--- config.mk ---
export PLATFORM = sky130hd
export DESIGN_NAME = bank_response_router
export DESIGN_NICKNAME = d
export VERILOG_FILES = /design/src/rtl/triple_port_pkg.sv /design/src/rtl/resp_fifo.sv /design/src/rtl/bank_response_router.sv
export SDC_FILE = /design/constraint.sdc
export NUM_CORES = 1
export LEC_CHECK = 0
export BUFFER_PORTS_ARGS = -buffer_cell sky130_fd_sc_hd__buf_2
export CAP_MARGIN = 20
export CORE_MARGIN = 1
export CORE_UTILIZATION = 54
export CTS_CLUSTER_DIAMETER = 120
export DETAILED_ROUTE_END_ITERATION = 8
export GPL_TIMING_DRIVEN = 0
export HOLD_SLACK_MARGIN = 0.08
export PLACE_DENSITY = 0.81
export SYNTH_ARGS = -nofsm -noshare
export SYNTH_HDL_FRONTEND = slang
export SYNTH_HIERARCHICAL = 1
export SYNTH_SLANG_ARGS = --single-unit
export TNS_END_PERCENT = 5
--- constraint.sdc ---
create_clock -name clk -period 2.9 [get_ports clk]
set_input_delay 0.29 -clock clk [delete_from_list [all_inputs] [get_ports clk]]
set_output_delay 0.29 -clock clk [all_outputs]
set_load 0.02 [all_outputs]
--- src/rtl/triple_port_pkg.sv ---
// Shared constants and response entry type for the triple-ported memory.
// The request path uses the same constants and bank-select helper.
package triple_port_pkg;

    localparam int NUM_BANKS  = 4;
    localparam int NUM_PORTS  = 3;
    localparam int TAG_W      = 2;
    localparam int DATA_W     = 16;
    localparam int ADDR_W     = 12;
    localparam int BANK_SEL_W = 2;
    localparam int FIFO_DEPTH = 4;

    typedef struct packed {
        logic              wen;
        logic [TAG_W-1:0]  tag;
        logic [DATA_W-1:0] data;
    } resp_entry_t;

    // Bank index carried in the low address bits.
    function automatic logic [BANK_SEL_W-1:0] bank_of(input logic [ADDR_W-1:0] addr);
        return addr[BANK_SEL_W-1:0];
    endfunction

endpackage

--- src/rtl/resp_fifo.sv ---
// Per-port synchronous response FIFO. A push into a full FIFO is accepted
// only when a pop frees a slot in the same cycle; otherwise it is ignored.
import triple_port_pkg::*;

module resp_fifo #(
    parameter int DEPTH = 4
) (
    input  logic                       clk,
    input  logic                       rst_n,
    input  logic                       i_push,
    input  logic                       i_pop,
    input  resp_entry_t                i_entry,
    output resp_entry_t                o_head,
    output logic                       o_full,
    output logic                       o_empty,
    output logic [$clog2(DEPTH+1)-1:0] o_count
);

    localparam int PTR_W = $clog2(DEPTH);
    localparam int CNT_W = $clog2(DEPTH+1);

    resp_entry_t       r_mem [DEPTH];
    logic [PTR_W-1:0]  r_wr_ptr;
    logic [PTR_W-1:0]  r_rd_ptr;
    logic [CNT_W-1:0]  r_count;
    logic              w_do_push;
    logic              w_do_pop;

    assign o_empty   = (r_count == {CNT_W{1'b0}});
    assign o_full    = (r_count == CNT_W'(DEPTH));
    assign w_do_pop  = i_pop & ~o_empty;
    assign w_do_push = i_push & (~o_full | w_do_pop);
    assign o_head    = r_mem[r_rd_ptr];
    assign o_count   = r_count;

    // Storage, pointers (wrap modulo DEPTH) and occupancy.
    always_ff @(posedge clk or negedge rst_n) begin
        if (!rst_n) begin
            for (int i = 0; i < DEPTH; i++) begin
                r_mem[i] <= '0;
            end
            r_wr_ptr <= {PTR_W{1'b0}};
            r_rd_ptr <= {PTR_W{1'b0}};
            r_count  <= {CNT_W{1'b0}};
        end else begin
            if (w_do_push) begin
                r_mem[r_wr_ptr] <= i_entry;
                r_wr_ptr        <= r_wr_ptr + PTR_W'(1);
            end
            if (w_do_pop) begin
                r_rd_ptr <= r_rd_ptr + PTR_W'(1);
            end
            case ({w_do_push, w_do_pop})
                2'b10:   r_count <= r_count + CNT_W'(1);
                2'b01:   r_count <= r_count - CNT_W'(1);
                default: r_count <= r_count;
            endcase
        end
    end

endmodule

--- src/rtl/bank_response_router.sv ---
// Return path of the triple-ported memory: picks the responding bank per lane,
// buffers each port's responses and flags collisions and overflows.
import triple_port_pkg::*;

module bank_response_router #(
    parameter int FIFO_DEPTH = triple_port_pkg::FIFO_DEPTH
) (
    input  logic                                   clk,
    input  logic                                   rst_n,
    input  logic [NUM_BANKS*NUM_PORTS-1:0]         bank_resp_valid,
    input  logic [NUM_BANKS*NUM_PORTS*TAG_W-1:0]   bank_resp_tag,
    input  logic [NUM_BANKS*NUM_PORTS*DATA_W-1:0]  bank_resp_data,
    input  logic [NUM_BANKS*NUM_PORTS-1:0]         bank_resp_wen,
    output logic                                   port1_resp_valid,
    input  logic                                   port1_resp_ready,
    output logic [TAG_W-1:0]                       port1_resp_tag,
    output logic [DATA_W-1:0]                      port1_resp_data,
    output logic                                   port1_resp_wen,
    output logic [$clog2(FIFO_DEPTH+1)-1:0]        port1_resp_count,
    output logic                                   port2_resp_valid,
    input  logic                                   port2_resp_ready,
    output logic [TAG_W-1:0]                       port2_resp_tag,
    output logic [DATA_W-1:0]                      port2_resp_data,
    output logic                                   port2_resp_wen,
    output logic [$clog2(FIFO_DEPTH+1)-1:0]        port2_resp_count,
    output logic                                   port3_resp_valid,
    input  logic                                   port3_resp_ready,
    output logic [TAG_W-1:0]                       port3_resp_tag,
    output logic [DATA_W-1:0]                      port3_resp_data,
    output logic                                   port3_resp_wen,
    output logic [$clog2(FIFO_DEPTH+1)-1:0]        port3_resp_count,
    input  logic                                   err_clr,
    output logic [NUM_PORTS-1:0]                   collision_err,
    output logic [NUM_PORTS-1:0]                   overflow_err
);

    localparam int CNT_W = $clog2(FIFO_DEPTH+1);

    resp_entry_t          w_sel_entry [NUM_PORTS];
    resp_entry_t          w_head      [NUM_PORTS];
    resp_entry_t          w_out       [NUM_PORTS];
    logic [CNT_W-1:0]     w_count     [NUM_PORTS];
    logic [NUM_PORTS-1:0] w_sel_valid;
    logic [NUM_PORTS-1:0] w_collision;
    logic [NUM_PORTS-1:0] w_overflow;
    logic [NUM_PORTS-1:0] w_full;
    logic [NUM_PORTS-1:0] w_empty;
    logic [NUM_PORTS-1:0] w_pop;
    logic [NUM_PORTS-1:0] w_ready;
    logic [NUM_PORTS-1:0] r_collision_err;
    logic [NUM_PORTS-1:0] r_overflow_err;

    assign w_ready = {port3_resp_ready, port2_resp_ready, port1_resp_ready};

    // Lowest-numbered valid bank wins each lane; any later valid bank is a collision.
    always_comb begin
        w_sel_valid = {NUM_PORTS{1'b0}};
        w_collision = {NUM_PORTS{1'b0}};
        for (int p = 0; p < NUM_PORTS; p++) begin
            w_sel_entry[p] = '0;
            for (int b = 0; b < NUM_BANKS; b++) begin
                w_collision[p] = w_collision[p] |
                                 (w_sel_valid[p] & bank_resp_valid[b*NUM_PORTS+p]);
                w_sel_entry[p] = (bank_resp_valid[b*NUM_PORTS+p] && !w_sel_valid[p]) ?
                                 {bank_resp_wen[b*NUM_PORTS+p],
                                  bank_resp_tag[(b*NUM_PORTS+p)*TAG_W +: TAG_W],
                                  bank_resp_data[(b*NUM_PORTS+p)*DATA_W +: DATA_W]} :
                                 w_sel_entry[p];
                w_sel_valid[p] = w_sel_valid[p] | bank_resp_valid[b*NUM_PORTS+p];
            end
        end
    end

    for (genvar g = 0; g < NUM_PORTS; g++) begin : g_port
        assign w_pop[g]      = w_ready[g] & ~w_empty[g];
        assign w_overflow[g] = w_sel_valid[g] & w_full[g] & ~w_pop[g];
        assign w_out[g]      = w_empty[g] ? '0 : w_head[g];

        resp_fifo #(
            .DEPTH (FIFO_DEPTH)
        ) u_fifo (
            .clk     (clk),
            .rst_n   (rst_n),
            .i_push  (w_sel_valid[g]),
            .i_pop   (w_pop[g]),
            .i_entry (w_sel_entry[g]),
            .o_head  (w_head[g]),
            .o_full  (w_full[g]),
            .o_empty (w_empty[g]),
            .o_count (w_count[g])
        );
    end

    // Sticky error flags; a new event in the clearing cycle keeps its flag set.
    always_ff @(posedge clk or negedge rst_n) begin
        if (!rst_n) begin
            r_collision_err <= {NUM_PORTS{1'b0}};
            r_overflow_err  <= {NUM_PORTS{1'b0}};
        end else if (err_clr) begin
            r_collision_err <= w_collision;
            r_overflow_err  <= w_overflow;
        end else begin
            r_collision_err <= r_collision_err | w_collision;
            r_overflow_err  <= r_overflow_err | w_overflow;
        end
    end

    assign collision_err    = r_collision_err;
    assign overflow_err     = r_overflow_err;

    assign port1_resp_valid = ~w_empty[0];
    assign port1_resp_tag   = w_out[0].tag;
    assign port1_resp_data  = w_out[0].data;
    assign port1_resp_wen   = w_out[0].wen;
    assign port1_resp_count = w_count[0];

    assign port2_resp_valid = ~w_empty[1];
    assign port2_resp_tag   = w_out[1].tag;
    assign port2_resp_data  = w_out[1].data;
    assign port2_resp_wen   = w_out[1].wen;
    assign port2_resp_count = w_count[1];

    assign port3_resp_valid = ~w_empty[2];
    assign port3_resp_tag   = w_out[2].tag;
    assign port3_resp_data  = w_out[2].data;
    assign port3_resp_wen   = w_out[2].wen;
    assign port3_resp_count = w_count[2];

endmodule

==> results.md <==
CTS:
- After clock tree synthesis, the clock-pin slew on the worst setup and hold paths is 60 ps.
- The clock tree from TritonCTS is yes.
- In this run the number of H-tree levels came out at 1.
- No sink is reached through more buffers than the 3 on the longest clock path.
- The tree is rooted in a sky130_fd_sc_hd__clkbuf_16.
- The number of buffers created by CTS is 27.
- The number of sinks driven by the clock tree is 255.
- The clock network latency to the later pin of the worst-skew pair is 530 ps.

Yosys:
- The share of the Yosys chip area taken by registers is 0.475.
- The combinational family with the most area after synthesis is multiplexers.
- The area share of and/or/nand/nor cells after synthesis is 0.0983.
- Counting flops with an async set or reset pin after synthesis yields a share of 1.00.
- The share of the synthesized area in the top cell type is 0.475.
- After synthesis, the share of cell area in mux cells is 0.291.
- The synthesized design contains 0 enable-type register cells.
- The arithmetic-cell share of the synthesized area counting full adders, half adders and majority gates is 0.0207.
- The post-synthesis compound-gate area fraction is 0.0639.
- Counting every net in the synthesized netlist gives between 1000 and 1500.
- The most instantiated flip-flop cell in the synthesis netlist is sky130_fd_sc_hd__dfrtp_1.
- The post-synthesis cell type count is 33.
- The number of synthesized register bits is 255.
- The post-synthesis cell area is ~13000 um2.
- Of all cell types, the one taking the most synthesized area is sky130_fd_sc_hd__dfrtp_1.
- The Yosys step of the flow raised 6 warnings.
- A synthesized cell averages 13.0 um2.
- Synthesis produced just over 1000 cells.
- Ranked by total cell area, the synthesized netlist is headed by sky130_fd_sc_hd__dfrtp_1, sky130_fd_sc_hd__mux2_2, sky130_fd_sc_hd__mux4_2.
- Of the total synthesized cell area, the portion taken by XOR and XNOR cells is 0.0117.

Timing:
- The share of the clock period used by the worst path is 0.944.
- The total of endpoints with negative setup slack in the final report is 0.
- The worst path in the final design needs a cycle of 2740 ps, including I/O delays and setup.
- Static timing analysis puts the maximum clock frequency at roughly 370 MHz.
- The final count of hold timing violations is 0.
- The transition at the pin with the smallest max-transition slack is 692 ps.
- Setup repair after global routing could not meet its margin everywhere.
- The normalized max-slew margin is 0.539.
- The setup skew after layout is approximately 15 ps.
- The max-slew violation count is 0.

Detailed routing:
- The mean routed wirelength per cell is 18.5 um.
- The routed layout has ~9800 vias.
- The number of routed nets with antenna violations is 0.
- For this run, the detailed router's first-pass iteration total came to 5.
- The initial detailed-routing violation count is 469.
- The total DRC errors in the routed layout is 0.
- For this block, the routed nets add up to 31900 um of wire.
- In the routed layout, each cell is associated on average with a via count of around 5.7.

Setup path:
- The worst path required time is 3350 ps.
- Of all nets on the critical path, the largest fanout is 6.
- The nature of the critical path startpoint is a flip-flop.
- The start-to-end type of the worst setup path is flip-flop to flip-flop.
- Data arrives at the worst endpoint at 3190 ps.
- The worst setup path is captured at a flip-flop.

Floorplanning:
- Row generation in the floorplan step produced between 50 and 60 rows.
- The floorplan step defined a die boundary enclosing 25500 um2.
- The initial cell density of the core is 0.551.
- The core footprint is 24400 um2.
- The number of I/O pins is 321.
- The die is 160 um tall.
- The die width is around 160 um.

Global routing:
- Entering global routing, the biggest net connects 115 pins.
- For this run, the total global-route usage over all layers was measured as 0.253.
- The total overflow reported by the global router is 0.
- For this run, global-route usage on met2 was measured as 0.446.
- In the global route stage, met1 resource usage came out at 0.325.
- The global-route wire length before repair is approximately 52000 um.
- In the global route stage, met3 resource usage came out at 0.0400.
- The global routing stage identified its most utilized layer as met2.
- The number of global-route vias before repair is between 10000 and 15000.
- The initial antenna violation count is 0.

Cells and area:
- The area growth from synthesis to layout is 22.3%.
- The repair_antennas step left the layout with diodes totalling 0.
- The count of filler cells inserted in the layout is 1793.
- For this run, the post-layout net count is 1650.
- The library cell used most frequently in the layout, excluding fill and tap cells, is sky130_fd_sc_hd__buf_2.
- The final core utilization is 0.674.
- The filler-free cell count of the finished design is 1727.
- The library cells used most frequently in the layout, excluding fill and tap cells, are sky130_fd_sc_hd__buf_2, sky130_fd_sc_hd__dfrtp_1, sky130_fd_sc_hd__mux2_2, sky130_fd_sc_hd__nand2_1, sky130_fd_sc_hd__nor2b_1.
- Of the cells placed in the final design, the portion with a size suffix greater than 1 is 0.512.

Placement:
- Routability-driven placement finished with a final weighted congestion of approximately 0.84.
- The sum of net half-perimeters after detailed placement is 23100 um.
- The total placed cells including tap cells is 1675.
- During placement, the flow inserted port buffers numbering 314.

Pwr:
- Summed over all cells, the static leakage comes to between 7 and 8 nW.
- The maximum vdd ir drop is 740 uV.
- The total power density per cell area is 1180 nW/um2.
- The design draws 19.4 mW.

Run status:
- The run finished with clean final reports.

Flow run:
- Across the run, the number of max-cap violations was 0.

Worst hold path:
- The type of the tightest min-delay check is input pin to flip-flop.
[synth_stat cells (9+ instances only)]
cell type and instances:
sky130_fd_sc_hd__xnor2_1 9, sky130_fd_sc_hd__buf_6 24, sky130_fd_sc_hd__nand2_1 72, sky130_fd_sc_hd__mux4_2 57
sky130_fd_sc_hd__o21ai_0 29, sky130_fd_sc_hd__clkbuf_1 16, sky130_fd_sc_hd__mux2_2 231, sky130_fd_sc_hd__inv_1 24
sky130_fd_sc_hd__ha_1 15, sky130_fd_sc_hd__nor2_2 12, sky130_fd_sc_hd__a221oi_1 54, sky130_fd_sc_hd__o21ai_1 31
sky130_fd_sc_hd__nor2_1 60, sky130_fd_sc_hd__buf_2 14, sky130_fd_sc_hd__dfrtp_1 255, sky130_fd_sc_hd__nor2b_1 63
sky130_fd_sc_hd__xor2_1 9
[final timing paths]
check / slack, ps / endpoint / from / cells past startpoint
setup / recovery: 160 / g_port[2].u_fifo/o_count[2] / g_port[2].u_fifo/o_count[0] / 10
min in group asynchronous: 290 / g_port[0].u_fifo/r_mem[24] / rst_n / 2
hold reg to reg: 500 / g_port[0].u_fifo/r_mem[12] / g_port[0].u_fifo/r_mem[12] / 1
max in group asynchronous: 1680 / g_port[1].u_fifo/r_mem[28] / rst_n / 3
setup reg to reg: 160 / g_port[2].u_fifo/o_count[2] / g_port[2].u_fifo/o_count[0] / 10
hold / removal: 100 / collision_err[0] / bank_resp_valid[3] / 3
[worst max-delay path, stage by stage (launching register included)]
cell                       delay (ps)
sky130_fd_sc_hd__dfrtp_1          480
sky130_fd_sc_hd__nor3_1           320
sky130_fd_sc_hd__nor2b_1          180
sky130_fd_sc_hd__nor4b_4          350
sky130_fd_sc_hd__nand2b_1         240
sky130_fd_sc_hd__ha_1             220
sky130_fd_sc_hd__inv_1             70
sky130_fd_sc_hd__fa_1             380
sky130_fd_sc_hd__xor2_1           150
sky130_fd_sc_hd__nor2_1           110
sky130_fd_sc_hd__xor2_1           150
[timing repair]
item | in CTS | in global routing
endpoints found under the hold margin | 58 | 0
endpoints found under the setup margin | 0 | 3
hold buffers | 3 | 0
buffers inserted | 0 | 3
gates resized for setup | 0 | 2
[per-stage QoR]
step                cell area, um2  worst slack [ps]  TNS [ps]  hold slack, ps
floorplan                    13400               340         0           -5.59
global placement             15400             -2890   -732020             483
detailed placement           15500              62.5         0             251
CTS                          16400              23.7         0            81.7
global route                 16400             -60.1     -60.1             114
finish                       16400               161         0            99.3
[power breakdown]
part	total (mW)	internal [mW]	switching, mW
clock	3.41	2.05	1.36
sequential	6.41	5.37	1.04
combinational	9.61	4.99	4.61
[layout make-up]
| cell class | instances | area [um2] | area share |
|---|---|---|---|
| repair buffers | 322 | 1690 | 0.103 |
| clock buffers | 36 | 779 | 0.0474 |
| clock inverters | 10 | 110 | 0.00670 |
| multi-input cells | 696 | 6540 | 0.398 |
| well taps | 324 | 405 | 0.0247 |
| inverters | 24 | 90.1 | 0.00548 |
| flip-flops and latches | 255 | 6380 | 0.388 |
| plain buffers | 60 | 445 | 0.0271 |
[cell families (layout without fill, tap and decap cells)]
family / Yosys count / after routing
multiplexers: 291 / 291
flip-flops: 255 / 255
AND/OR/NAND/NOR: 240 / 240
AO/OA/AOI/OAI: 126 / 126
buffers and inverters: 84 / 452
adder cells (fa/ha/maj): 21 / 21
XOR/XNOR: 18 / 18
[sequential cells by signal, indices dropped and copies added (netlist names)]
register / flops
overflow_err: 3
g_port.u_fifo/r_wr_ptr: 6
g_port.u_fifo/o_count: 9
g_port.u_fifo/r_mem: 228
g_port.u_fifo/r_rd_ptr: 6
collision_err: 3
[routing by layer]
layer	wire length [um]	vias up
met3	1660	63
met1	13200	4936
met4	837	0
met2	16200	305
met5	0	-
li1	-	4481
(Power assumes the default switching activity.)
